File: src/rtl/jt49_mavg_pkg.sv
// Shared constants and types for the jt49 moving-average stage.
// Optional feature macro: JT49_MAVG_ROUND_EN (round-half-up output).
package jt49_mavg_pkg;

  localparam int DEF_DW    = 8;
  localparam int DEF_LOG2N = 3;
  localparam int N         = 1 << DEF_LOG2N;
  localparam int SW        = DEF_DW + DEF_LOG2N;

  typedef logic signed [DEF_DW-1:0] sample_t;
  typedef logic signed [SW-1:0]     sum_t;

  // Window length for a given log2 size
  function automatic int win_size(input int log2n);
    return 1 << log2n;
  endfunction

endpackage

File: src/rtl/jt49_mavg_dly.sv
// Circular delay line of 2^LOG2N samples for the jt49 moving average.
// Presents the entry about to be overwritten on 'old'.
module jt49_mavg_dly
  import jt49_mavg_pkg::*;
#(
  parameter int DW    = DEF_DW,
  parameter int LOG2N = DEF_LOG2N
) (
  input  logic                 clk,
  input  logic                 rst,
  input  logic                 cen,
  input  logic signed [DW-1:0] din,
  output logic signed [DW-1:0] old
);

  localparam int unsigned LEN = win_size(LOG2N);

  logic signed [DW-1:0] line [LEN];
  logic [LOG2N-1:0]     ptr;

  assign old = line[ptr];

  // Write the new sample over the oldest one and advance the pointer
  always_ff @(posedge clk) begin
    if (rst) begin
      for (int unsigned i = 0; i < LEN; i++) line[i] <= '0;
      ptr <= '0;
    end else if (cen) begin
      line[ptr] <= din;
      ptr       <= ptr + LOG2N'(1);
    end
  end

endmodule

File: src/rtl/jt49_mavg.sv
// Boxcar low-pass stage after the jt49 DC-removal filter.
// Running sum over a 2^LOG2N window, one add/subtract per sample.
// Optional feature macro: JT49_MAVG_ROUND_EN (round-half-up instead of floor).
module jt49_mavg
  import jt49_mavg_pkg::*;
#(
  parameter int DW    = DEF_DW,
  parameter int LOG2N = DEF_LOG2N
) (
  input  logic                 clk,
  input  logic                 rst,
  input  logic                 cen,
  input  logic signed [DW-1:0] din,
  output logic signed [DW-1:0] dout,
  output logic                 settled
);

  localparam int WS = DW + LOG2N;
  localparam int FW = LOG2N + 1;
  localparam int WN = win_size(LOG2N);

  if (LOG2N < 1 || LOG2N > 6) begin : g_bad_log2n
    $error("jt49_mavg: LOG2N must be in 1..6");
  end

  logic signed [DW-1:0] old;
  logic signed [WS-1:0] sum, sum_next, din_x, old_x;
  logic signed [DW-1:0] q;
  logic [FW-1:0]        fill, fill_next;

  jt49_mavg_dly #(
    .DW    (DW),
    .LOG2N (LOG2N)
  ) u_dly (
    .clk (clk),
    .rst (rst),
    .cen (cen),
    .din (din),
    .old (old)
  );

  assign din_x     = WS'(din);
  assign old_x     = WS'(old);
  assign sum_next  = sum + din_x - old_x;
  assign fill_next = (fill == FW'(WN)) ? fill : fill + FW'(1);

`ifdef JT49_MAVG_ROUND_EN
  localparam int RW = WS + 1;
  localparam logic signed [RW-1:0] HALF = RW'(1) << (LOG2N - 1);
  logic signed [RW-1:0] rnd;

  // Round half up: bias by half an LSB of the output before the shift
  always_comb begin
    rnd = RW'(sum_next) + HALF;
    q   = DW'(rnd >>> LOG2N);
  end
`else
  // Floor division by the window length
  always_comb begin
    q = DW'(sum_next >>> LOG2N);
  end
`endif

  // Running sum, warm-up counter and registered output
  always_ff @(posedge clk) begin
    if (rst) begin
      sum     <= '0;
      fill    <= '0;
      dout    <= '0;
      settled <= 1'b0;
    end else if (cen) begin
      sum     <= sum_next;
      fill    <= fill_next;
      dout    <= q;
      settled <= (fill_next == FW'(WN));
    end
  end

endmodule

File: config.mk
export PLATFORM = sky130hd
export DESIGN_NAME = jt49_mavg
export DESIGN_NICKNAME = d
export VERILOG_FILES = /design/src/rtl/jt49_mavg_pkg.sv /design/src/rtl/jt49_mavg_dly.sv /design/src/rtl/jt49_mavg.sv
export SDC_FILE = /design/constraint.sdc
export NUM_CORES = 1
export LEC_CHECK = 0
export CORE_ASPECT_RATIO = 1.1
export CORE_MARGIN = 1.5
export CORE_UTILIZATION = 45
export DETAILED_ROUTE_END_ITERATION = 8
export GPL_TIMING_DRIVEN = 0
export PLACE_DENSITY = 0.59
export SYNTH_ARGS = -nofsm -noshare
export SYNTH_HDL_FRONTEND = slang
export SYNTH_SLANG_ARGS = --single-unit
File: constraint.sdc
create_clock -name clk -period 4.6 [get_ports clk]
set_clock_uncertainty 0.2 [all_clocks]
set_input_delay 0.92 -clock clk [delete_from_list [all_inputs] [get_ports clk]]
set_output_delay 0.92 -clock clk [all_outputs]
set_load 0.02 [all_outputs]
# After elaboration in Yosys (flattened, before gate mapping)

Memory sizes are Yosys's and may differ from the RTL's. A register that Yosys moved wholly into a read port is not among the register bits.
Cells that the tools add are included.

$add $sub $neg: 4
Eq/ne operators: 2
Multiplexer cells: 11
Reduce and logical (&&, ||, !) cells: 1

Operators with widths:

| kind                | count |
|---|---|
| $add 11x8->11       | 1 |
| $sub 11x8->11       | 1 |
| $mux 3              | 3 |
| $eq 4x4->1 const B  | 2 |
| $mux 8              | 1 |
| $reduce_or 8->1     | 1 |
| $mux 1              | 6 |
| $add 4x1->4 const B | 1 |
| $mux 4              | 1 |
| $add 3x1->3 const B | 1 |

Flip-flop bits (word level): 27
RAM bits: 64
Input bits: 11
Memories kept: 1

Memories:

| memory     | words | width | read ports | clocked after memory_dff | write ports | RTL line            | RTL |
|---|---|---|---|---|---|---|---|
| u_dly.line | 8     | 8     | 1          | 1                        | 8           | jt49_mavg_dly.sv:18 | `logic signed [DW-1:0] line [LEN];` |

# Logic depth before layout (Yosys ltp)

Gate-level depths: netlist of run 1.

Depth in word-level cells: 5
Gate-level depth with buffers: 13

# By module

Synthesis of run 1 repeated with hierarchy kept, for this count alone.

Cells, all modules: 389
Area total of the unflattened synthesis: 4658.2 um2

Modules (own cells, without submodules):

| module        | times used | cells an instance | area each (um2) | seq. area each (um2) |
|---|---|---|---|---|
| jt49_mavg_dly | 1          | 209               | 3170.5          | 2042.0 |
| jt49_mavg     | 1          | 180               | 1487.7          | 320.3 |

# Least setup slack after synthesis of run 1

No wires, ideal clock.

Path type: register to register
From: register with a tool-made name
To: register dout[7]
Library setup time: 0.123 ns
Data arrival time: 3.810 ns
Required time: 4.277 ns
Setup slack: 0.466 ns
Cell stages (with the launch flop): 13
Clock period less this slack: 4.134 ns
Path through: dfxtp_1 -> buf_2 -> buf_2 -> mux4_2 -> mux2_2 -> fa_1 -> inv_1 -> fa_1 -> a211oi_2 -> o21bai_2 -> a2111oi_4 -> mux2i_1 -> mux2_1

RTL lines:

| element              | RTL line        | RTL |
|---|---|---|
| to (signal assigned) | jt49_mavg.sv:74 | `dout <= q;` |
| to (decl)            | jt49_mavg.sv:14 | `output logic signed [DW-1:0] dout,` |

==> results of run 1 <==
[per-layer routing]
metal | vias to the layer above | GRT usage (%) | routed length, microns
li1 | 1497 | - | -
met1 | 1535 | 27.2 | 4620
met2 | 62 | 38.9 | 5630
met3 | 12 | 3.43 | 415
met4 | 0 | 7.24 | 155
met5 | - | 0 | 0
[power breakdown]
part / leakage [nW] / total [mW] / internal (mW) / switching [mW]
registers: 0.844 / 0.937 / 0.901 / 0.0365
clock network: 0.101 / 0.527 / 0.231 / 0.295
logic: 0.983 / 0.940 / 0.423 / 0.517
[placed cells by master, fill, tap and decap left out, drive strengths merged, types with 10 or more instances in the layout]
| master | n |
|---|---|
| edfxtp | 64 |
| nor3 | 48 |
| inv | 39 |
| clkbuf | 34 |
| nor2 | 25 |
| dfxtp | 22 |
| clkdlybuf4s50 | 17 |
| mux4 | 16 |
| ha | 15 |
| nor4 | 14 |
| buf | 11 |
| nand2 | 10 |
| fa | 10 |
| or2 | 10 |
[kinds of logic after synthesis]
group           Yosys count
flops                    86
mux                      32
buf+inv                  78
simple gates            134
compound gates           36
xor+xnor                  9
fa+ha+maj                25
[critical path: cells and delay by family (launching register included)]
kind / cells / cell delay, ns
AOI/OAI and AO/OA: 3 / 0.79
adders and majority gates: 2 / 0.98
buffers and inverters: 3 / 0.52
muxes: 4 / 1.44
DFF: 1 / 0.32
[worst max-delay path by stage]
stage,startpoint,end,slack (ns),cells after the start
floorplan,flop,dout[7],0.47,12
global placement,flop,dout[7],-0.14,12
detailed placement,flop,dout[7],-0.20,12
CTS,flop,dout[7],0.05,12
global route,flop,dout[7],0.01,12
finish,flop,dout[7],0.25,12
[flip-flops by register name, summed over array words and instances, names as in the netlist, named ones only]
signal and cells:
u_dly.line 64, dout 8, fill 4, sum 3, u_dly.ptr 3, settled 1
[synthesized netlist by cell type, types with 4 or more instances]
cell type	count	area [sq um]
sky130_fd_sc_hd__a211oi_1	4	30.0
sky130_fd_sc_hd__a21o_1	6	45.0
sky130_fd_sc_hd__a21oi_1	7	35.0
sky130_fd_sc_hd__and2_1	8	50.1
sky130_fd_sc_hd__buf_2	4	20.0
sky130_fd_sc_hd__buf_4	8	60.1
sky130_fd_sc_hd__clkbuf_1	23	86.3
sky130_fd_sc_hd__clkinv_1	7	26.3
sky130_fd_sc_hd__dfxtp_1	22	440
sky130_fd_sc_hd__edfxtp_1	64	1920
sky130_fd_sc_hd__fa_1	10	200
sky130_fd_sc_hd__ha_1	15	188
sky130_fd_sc_hd__inv_1	34	128
sky130_fd_sc_hd__mux2_2	7	78.8
sky130_fd_sc_hd__mux2i_1	7	70.1
sky130_fd_sc_hd__mux4_2	16	360
sky130_fd_sc_hd__nand2_1	10	37.5
sky130_fd_sc_hd__nand2b_1	4	25.0
sky130_fd_sc_hd__nand3_1	4	20.0
sky130_fd_sc_hd__nor2_1	24	90.1
sky130_fd_sc_hd__nor3_1	48	240
sky130_fd_sc_hd__nor4_1	14	87.6
sky130_fd_sc_hd__or2_1	4	25.0
sky130_fd_sc_hd__or2_2	6	37.5
sky130_fd_sc_hd__xor2_1	6	52.6
[metrics by stage]
step / utilization, % / total power [mW]
3_3_place_gp: 50.0 / 1.88
6_report: 52.0 / 2.40
5_1_grt: 52.0 / 2.56
4_1_cts: 51.9 / 2.42
2_1_floorplan: - / 1.67
3_5_place_dp: 50.0 / 1.90
[area by class of cell]
type | instances | area, sq um | area share, %
Timing Repair Buffer | 17 | 170 | 3.28
Clock buffer | 10 | 149 | 2.87
Sequential cell | 86 | 2360 | 45.5
Tap cell | 120 | 150 | 2.89
Inverter | 42 | 158 | 3.04
Buffer | 35 | 180 | 3.47
Multi-Input combinational cell | 236 | 1980 | 38.2
Clock inverter | 6 | 40.0 | 0.771
[timing repair]
item                                    CTS  global route
resized for setup                         2             4
gates cloned                              0             0
endpoints found under the setup margin    3             2
==> flow_summary.toml, run 1 <==
[final_layout]
nFillCells = 926
nNetsFinal = 463
final_cells = 552
diodes = 0
layout.cell_area.non_filler_sq_um = 5190
synthToLayoutAreaGrowth_pct = 11.1
post_route_cells_drive_above_1_share_pct = 15.3

[synthesis]
syn-instance-count = 400
syn_area_sq_um = 4670
number_of_flops_mapped_to_enable_cells_by_yosys = 64
yosys.area_share.xor_xnor_pct = 1.69
synthAdderAreaFrac_pct = 8.30
combinational_family_with_the_most_area_after_synthesis = "simple AND/OR/NAND/NOR gates"
synth.distinct_cells = 50
synth-simple-area-share_pct = 15.1
ys_async_sr_fraction_pct = 0
multiplexer_area_fraction_after_synthesis_pct = 11.4
synth_seq_cells = 86
mappedNetlistNets = 436
synth-main-ff-cell = "sky130_fd_sc_hd__edfxtp_1"
yosysSeqAreaShare_pct = 50.6
synth.avg_cell_area_sq_um = 11.7
synthesis.yosys.warnings = 0
complex_gate_fraction_of_the_synthesized_area_pct = 5.92

[clocking]
cts_num_sinks = 86
cts_hold_buf = 0
insertion_delay_ns = 0.37
cts-root-to-sink-buffers = 2
cts.root.buffer_cell = "sky130_fd_sc_hd__clkbuf_8"
cts_buffers = 9
tritoncts = "done"
clkSlewWorstSetupHoldPaths_ns = 0.10
cts_setup_buffers = 0
ctsHtreeMaxLevel = 3

[worst_hold_path]
timing.hold.worst.class = "flop to flop"
hold-path-cell-count = 2
hold_path_end = "settled"
worstHoldStart = "settled"

[sta]
rsz0062_at_grt = "false"
setup_tns_ns = 0
timing.hold.ws_ns = 0.275
achievable-frequency_ghz = 0.230
worst_slew_pin_slew_ns = 0.623
hold_viol_final = 0
min_period_over_period_pct = 94.5
setup_viol_count_final = 0
worst_slew_margin_rel_pct = 58.5
period_needed_ns = 4.35
final_max_slew_viol_count = 0
worst_slack_ns = 0.253

[placed_design]
dpl.cell_count = 537
dp_worst_setup_slack_ns = -0.198
gpl.final_weighted_congestion = 0.847
placed_cell_area_sq_um = 4990
number_of_input_and_output_port_buffers_inserted = 17
hpwlAfterDp_mm = 7.79

[critical_path]
worst_case_register_to_register_setup_slack_ns = 0.25
critical_path.reg2reg.endpoint = "dout[7]"
timing.critical_path.cells = "clkbuf_4, buf_8, mux4_2, mux2_2, fa_1, inv_1, fa_1, a211oi_2, o21bai_2, a2111oi_4, mux2i_1, mux2_1"
worst-endpoint-required_ns = 4.67
timing.critical_path.mode_cell = "sky130_fd_sc_hd__fa_1"
critPathMaxStageDelay_ns = 0.55
cp_data_arrival_time_ns = 4.41
crit_fanout = 10
setup.worst_path.class = "flop to flop"
critical_path.startpoint_type = "flop"
cpMaxStageDelayCell = "sky130_fd_sc_hd__mux4_2"
worst_r2r_path_depth = 12
crit_path_end_kind = "flop"

[floorplan]
die_footprint_sq_um = 11000
floorplan.die.height_microns = 110
row_count = 38
pin_count = 20
start_util_pct = 46.8
dieWidth_microns = 100
core_area_sq_um = 9980

[global_route]
grt_first_pass_wirelength_mm = 17.4
first_global_vias = 3269
grt_remaining_overflow = 0
grt_antenna_before_repair = 0
grt_usage_pct = 21.8
grt_max_degree = 16

[job]
maxCapViolCount = 0

[detailed_routing]
detail-route-antenna-nets = 0
dr.pass1.iters = 4
drc = 0
detailroute.via_count = 3106
routed_wire_length_per_instance_microns = 19.6
wl_mm = 10.8
drt_first_iter_violations = 187
via_per_inst = 5.63

[power_and_ir_drop]
max-vdd-ir-drop_mv = 0.189
power.leakage_nw = 1.93
power_per_cell_area_nw_per_um2 = 463

[outcome]
run_status = "completed"
(Power assumes the default switching activity.)
==> run 2, diff against run 1 <==
Settings changed: ABC_AREA from default to 1, PLACE_DENSITY 0.59 to default.
==> flow_summary.toml, run 2 <==
[final_layout]
registers.top_by_ff_count = "u_dly.line"
nNetsFinal = 600
multi_input_logic_area_sq_um = 1890
mostFrequentLayoutCell = "sky130_fd_sc_hd__nor2_1"
largest_reg_flops = 64
reg_top3 = "u_dly.line: 64 flops, dout: 8 flops, fill: 4 flops"
synthToLayoutAreaGrowth_pct = 14.5
nFillCells = 977
layout.area.seq_sq_um = 2360
post_route_cells_drive_above_1_share_pct = 10.0
finish.utilization_pct = 52.4
mostFrequentLayoutCells = "sky130_fd_sc_hd__nor2_1, sky130_fd_sc_hd__nand2_1, sky130_fd_sc_hd__inv_1"
layout.cell_area.non_filler_sq_um = 5400
diodes = 0

[power_and_ir_drop]
share_clk_of_total_power_pct = 29.5
sequentialPowerShare_pct = 35.3
power.share.switching_pct = 33.8
power.internal_mw = 1.73
power_frac_comb_pct = 35.3
power.leakage_nw = 2.40
p_switching_mw = 0.882
max-vdd-ir-drop_mv = 0.280
power_per_cell_area_nw_per_um2 = 484

[synthesis]
synth_area_leaders = "sky130_fd_sc_hd__edfxtp_1, sky130_fd_sc_hd__nor2_1, sky130_fd_sc_hd__dfxtp_1"
synthAdderAreaFrac_pct = 8.23
synth.top_cells.by_count = "sky130_fd_sc_hd__nor2_1, sky130_fd_sc_hd__nand2_1, sky130_fd_sc_hd__inv_1"
synth.avg_cell_area_sq_um = 8.83
ys_async_sr_fraction_pct = 0
yosysSeqAreaShare_pct = 50.1
post-synth-top-area-fraction_pct = 40.8
synthesis.yosys.warnings = 0
complex_gate_fraction_of_the_synthesized_area_pct = 9.47
synth-simple-area-share_pct = 21.3
combinational_family_with_the_most_area_after_synthesis = "simple AND/OR/NAND/NOR gates"
syn-instance-count = 534
syn_area_sq_um = 4710
synth.distinct_cells = 34
yosys.area.top_type = "sky130_fd_sc_hd__edfxtp_1"
number_of_flops_mapped_to_enable_cells_by_yosys = 64
synth_seq_cells = 86
yosys.area_share.xor_xnor_pct = 0.929
synth-main-ff-cell = "sky130_fd_sc_hd__edfxtp_1"
multiplexer_area_fraction_after_synthesis_pct = 0.212
mappedNetlistNets = 570
synthMostInstantiatedCell = "sky130_fd_sc_hd__nor2_1"

[job]
maxCapViolCount = 0

[critical_path]
crit_fanout = 11
critical_path.reg2reg.endpoint = "dout[4]"
critical_path.startpoint_type = "primary input"
setup.worst_path.class = "primary input to flop"
crit_path_end_kind = "flop"
worst_case_register_to_register_setup_slack_ns = 1.33
cp_data_arrival_time_ns = 3.66
worst-endpoint-required_ns = 4.64
worst_r2r_path_depth = 14

[sta]
setup_viol_count_final = 0
min_period_over_period_pct = 78.5
achievable-frequency_ghz = 0.277
rsz0062_at_grt = "false"
hold_viol_final = 0
worst_slew_margin_rel_pct = 63.0
period_needed_ns = 3.61
worst_slew_pin_slew_ns = 0.556
final_max_slew_viol_count = 0
setup_tns_ns = 0

[worst_hold_path]
worstHoldStart = "settled"
timing.hold.worst.class = "flop to flop"
hold_path_end = "settled"
hold-path-cell-count = 2

[global_route]
first_global_vias = 3364
grt_first_pass_wirelength_mm = 17.1
grt_usage_pct = 20.8
grt_max_degree = 15
grt_remaining_overflow = 0
grt_antenna_before_repair = 0

[floorplan]
row_count = 39
start_util_pct = 45.8
die_footprint_sq_um = 11100
floorplan.die.height_microns = 110
pin_count = 20
core_area_sq_um = 10300
dieWidth_microns = 101

[detailed_routing]
detailroute.via_count = 3575
via_per_inst = 5.02
dr.pass1.iters = 6
detail-route-antenna-nets = 0
drt_first_iter_violations = 177
drc = 0
wl_mm = 10.6
routed_wire_length_per_instance_microns = 14.9

[clocking]
cts-root-to-sink-buffers = 2
cts_num_sinks = 86
cts.root.buffer_cell = "sky130_fd_sc_hd__clkbuf_16"
cts_setup_buffers = 0
cts_hold_buf = 0
ctsHtreeMaxLevel = 3
cts_buffers = 9
tritoncts = "done"
clkSlewWorstSetupHoldPaths_ns = 0.06
postCtsResizedCells = 0
insertion_delay_ns = 0.34

[placed_design]
hpwlAfterDp_mm = 8.09
placed_cell_area_sq_um = 5080
gpl.final_weighted_congestion = 0.923
number_of_input_and_output_port_buffers_inserted = 19

[outcome]
run_status = "completed"
run 2: worst max-delay path by stage:
stage               endpoint  cells past startpoint  startpoint
floorplan            dout[7]                     12      din[7]
global placement     dout[7]                     13      din[7]
detailed placement   dout[7]                     13      din[7]
CTS                  dout[7]                     13      din[7]
global route         dout[5]                     12      din[7]
finish               dout[7]                     13      din[7]
run 2: logic make-up after synthesis:
logic type	count (synthesis)
adder cells (fa/ha/maj)	25
AND/OR/NAND/NOR	243
XOR/XNOR	5
multiplexers	1
flip-flops	86
AO/OA/AOI/OAI	74
buffers and inverters	100
run 2: cell type report:
type	instances	share of cell area [%]
timing repair buffer	19	3.52
inverter	76	5.33
buffer	24	3.22
clock buffer	9	4.17
multi-input combinational	348	35.0
tap	143	3.31
sequential	86	43.8
clock inverter	7	1.65
run 2: power by group through the flow:
stage	sequential [mW]	clock, mW	combinational [mW]
global route	0.927	0.813	1.05
CTS	0.921	0.786	0.920
floorplan	0.929	0	0.706
global placement	0.936	0	0.907
finish	0.921	0.770	0.921
detailed placement	0.937	0	0.911
run 2: through the flow:
step           total power [mW]  setup slack (ns)  instances  hold WS (ns)
6_report                   2.61             0.988        712         0.268
3_3_place_gp               1.84             0.631        696         0.256
4_1_cts                    2.63             0.959        712         0.273
2_1_floorplan              1.63              1.54        534         0.239
5_1_grt                    2.79             0.758        712         0.288
3_5_place_dp               1.85             0.595        696         0.262
run 2: worst max-delay path, cell delays in order:
cell                              delay [ns]
sky130_fd_sc_hd__clkdlybuf4s50_1        0.48
sky130_fd_sc_hd__clkinv_1               0.44
sky130_fd_sc_hd__fa_1                   0.71
sky130_fd_sc_hd__inv_1                  0.04
sky130_fd_sc_hd__ha_1                   0.35
sky130_fd_sc_hd__nand2_1                0.15
sky130_fd_sc_hd__inv_1                  0.05
sky130_fd_sc_hd__a21oi_1                0.18
sky130_fd_sc_hd__nand3_1                0.10
sky130_fd_sc_hd__nand2_1                0.07
sky130_fd_sc_hd__nand3_1                0.06
sky130_fd_sc_hd__nand2_1                0.06
sky130_fd_sc_hd__inv_1                  0.03
run 2: metal layers:
layer | global-route usage [%] | share of wire [%] | up-vias
met3 | 3.91 | 4.4 | 13
li1 | - | - | 1793
met1 | 26.3 | 45 | 1694
met4 | 6.54 | 1.5 | 0
met5 | 0 | 0 | -
met2 | 36.1 | 49 | 75
==> run 3, diff against run 2 <==
Clock period 4.6 ns to 2.9 ns, I/O delays scaled along.
==> flow_summary.toml, run 3 (same netlist as run 2, synthesis figures left out) <==
[outcome]
run_status = "finished, violations left"
violations = "setup timing"

[placed_design]
placed_cell_area_sq_um = 5080
gpl.final_weighted_congestion = 0.923
number_of_input_and_output_port_buffers_inserted = 19
hpwlAfterDp_mm = 8.09
dp_worst_setup_slack_ns = -0.765

[global_route]
grt_remaining_overflow = 0
grt_usage_pct = 21.9
grt_antenna_before_repair = 0
grt_first_pass_wirelength_mm = 18.0
first_global_vias = 3503
grt_max_degree = 15

[final_layout]
mostFrequentLayoutCell = "sky130_fd_sc_hd__nor2_1"
largest_reg_flops = 64
registers.top_by_ff_count = "u_dly.line"
reg_top3 = "u_dly.line: 64 flops, dout: 8 flops, fill: 4 flops"
diodes = 0
post_route_cells_drive_above_1_share_pct = 29.5
layout.area.seq_sq_um = 2360
nNetsFinal = 610
mostFrequentLayoutCells = "sky130_fd_sc_hd__nor2_1, sky130_fd_sc_hd__edfxtp_1, sky130_fd_sc_hd__nand2_1"
multi_input_logic_area_sq_um = 2440
finish.utilization_pct = 59.8
synthToLayoutAreaGrowth_pct = 30.7
layout.cell_area.non_filler_sq_um = 6160
nFillCells = 888

[critical_path]
crit_fanout = 8
setup.worst_path.class = "flop to flop"
worst-endpoint-required_ns = 2.94
critical_path.reg2reg.endpoint = "dout[6]"
critical_path.startpoint_type = "flop"
crit_path_end_kind = "flop"
cp_data_arrival_time_ns = 2.96
worst_r2r_path_depth = 17
worst_case_register_to_register_setup_slack_ns = -0.01

[sta]
setup_tns_ns = -0.0108
setup_viol_count_final = 1
min_period_over_period_pct = 100
final_max_slew_viol_count = 0
worst_slew_margin_rel_pct = 61.1
rsz0062_at_grt = "true"
hold_viol_final = 0
worst_slew_pin_slew_ns = 0.583
achievable-frequency_ghz = 0.344
worst_slack_ns = -0.0108
period_needed_ns = 2.91

[floorplan]
die_footprint_sq_um = 11100
row_count = 39
dieWidth_microns = 101
core_area_sq_um = 10300
start_util_pct = 45.8
pin_count = 20
floorplan.die.height_microns = 110

[detailed_routing]
wl_mm = 11.7
drc = 0
detail-route-antenna-nets = 0
via_per_inst = 5.18
routed_wire_length_per_instance_microns = 16.3
drt_first_iter_violations = 193
detailroute.via_count = 3737
dr.pass1.iters = 5

[power_and_ir_drop]
power_per_cell_area_nw_per_um2 = 790
max-vdd-ir-drop_mv = 0.525
power.leakage_nw = 2.58

[clocking]
clkSlewWorstSetupHoldPaths_ns = 0.06
cts_buffers = 9
cts.root.buffer_cell = "sky130_fd_sc_hd__clkbuf_16"
tritoncts = "done"
cts_num_sinks = 86
insertion_delay_ns = 0.34
cts-root-to-sink-buffers = 2
cts_hold_buf = 0
ctsHtreeMaxLevel = 3

[worst_hold_path]
hold-path-cell-count = 2
hold_path_end = "settled"
worstHoldStart = "settled"
timing.hold.worst.class = "flop to flop"

[job]
maxCapViolCount = 0
[run 3: cell count changes in the layout (fill, tap and decap cells not counted), sizes merged]
cell,change
buf,+8
clkbuf,+2
inv,-1
clkinv,+1
[run 3: how the worst max path moves through the flow]
stage                     cells after the start  endpoint   start
after floorplan                              17   dout[7]    flop
after global placement                       13   dout[7]  din[7]
after detailed placement                     13   dout[7]  din[7]
after CTS                                    17   dout[3]    flop
after global routing                         17   dout[4]    flop
final                                        17   dout[6]    flop
[run 3: repair_timing]
| item | 4_1_cts | 5_1_grt |
|---|---|---|
| cloned | 2 | 2 |
| resized for setup | 82 | 90 |
| buffers inserted | 4 | 2 |
| pin swaps | 24 | 48 |
| setup endpoints to repair | 9 | 9 |
[run 3: final cells by class]
cell class | count | area share (%)
plain buffers | 24 | 3.65
clock buffers | 9 | 3.65
clock inverters | 7 | 1.44
inverters | 76 | 4.99
multi-input cells | 348 | 39.7
flip-flops and latches | 86 | 38.4
well taps | 143 | 2.90
repair buffers | 29 | 5.32
[run 3: power breakdown]
part           leakage (nW)  total [mW]  internal (mW)  switching (mW)
logic                  1.57        2.17          0.958            1.21
clock network         0.159        1.23          0.750           0.479
registers             0.846        1.47           1.42          0.0522
total                  2.58        4.87           3.13            1.74
[run 3: per-stage QoR]
stage                     total power [mW]  std cells  hold slack (ns)
after detailed placement              2.93        696            0.262
after global placement                2.92        696            0.256
final                                 4.87        722            0.269
after floorplan                       2.59        534            0.239
after CTS                             4.61        718            0.273
after global routing                  5.15        722            0.288
[run 3: worst max-delay path, stage by stage (launching register included)]
cell and delay [ns]:
sky130_fd_sc_hd__dfxtp_2 0.34, sky130_fd_sc_hd__buf_12 0.15, sky130_fd_sc_hd__buf_8 0.12, sky130_fd_sc_hd__nor2_2 0.05
sky130_fd_sc_hd__o32ai_4 0.34, sky130_fd_sc_hd__nand2_2 0.12, sky130_fd_sc_hd__o21ai_4 0.12, sky130_fd_sc_hd__fa_1 0.47
sky130_fd_sc_hd__inv_2 0.08, sky130_fd_sc_hd__ha_4 0.22, sky130_fd_sc_hd__nand2_4 0.08, sky130_fd_sc_hd__inv_2 0.04
sky130_fd_sc_hd__a21oi_2 0.14, sky130_fd_sc_hd__nand3_1 0.10, sky130_fd_sc_hd__nand2_1 0.08, sky130_fd_sc_hd__nand3_2 0.06
sky130_fd_sc_hd__nand2_1 0.06, sky130_fd_sc_hd__inv_1 0.03
[run 3: metal layers]
layer,part of all wire (%),vias to the layer above,GRT usage [%]
met5,0,-,0
met4,2.2,0,7.04
met3,4.3,19,3.72
met2,51,103,38.8
met1,42,1799,27.3
li1,-,1816,-
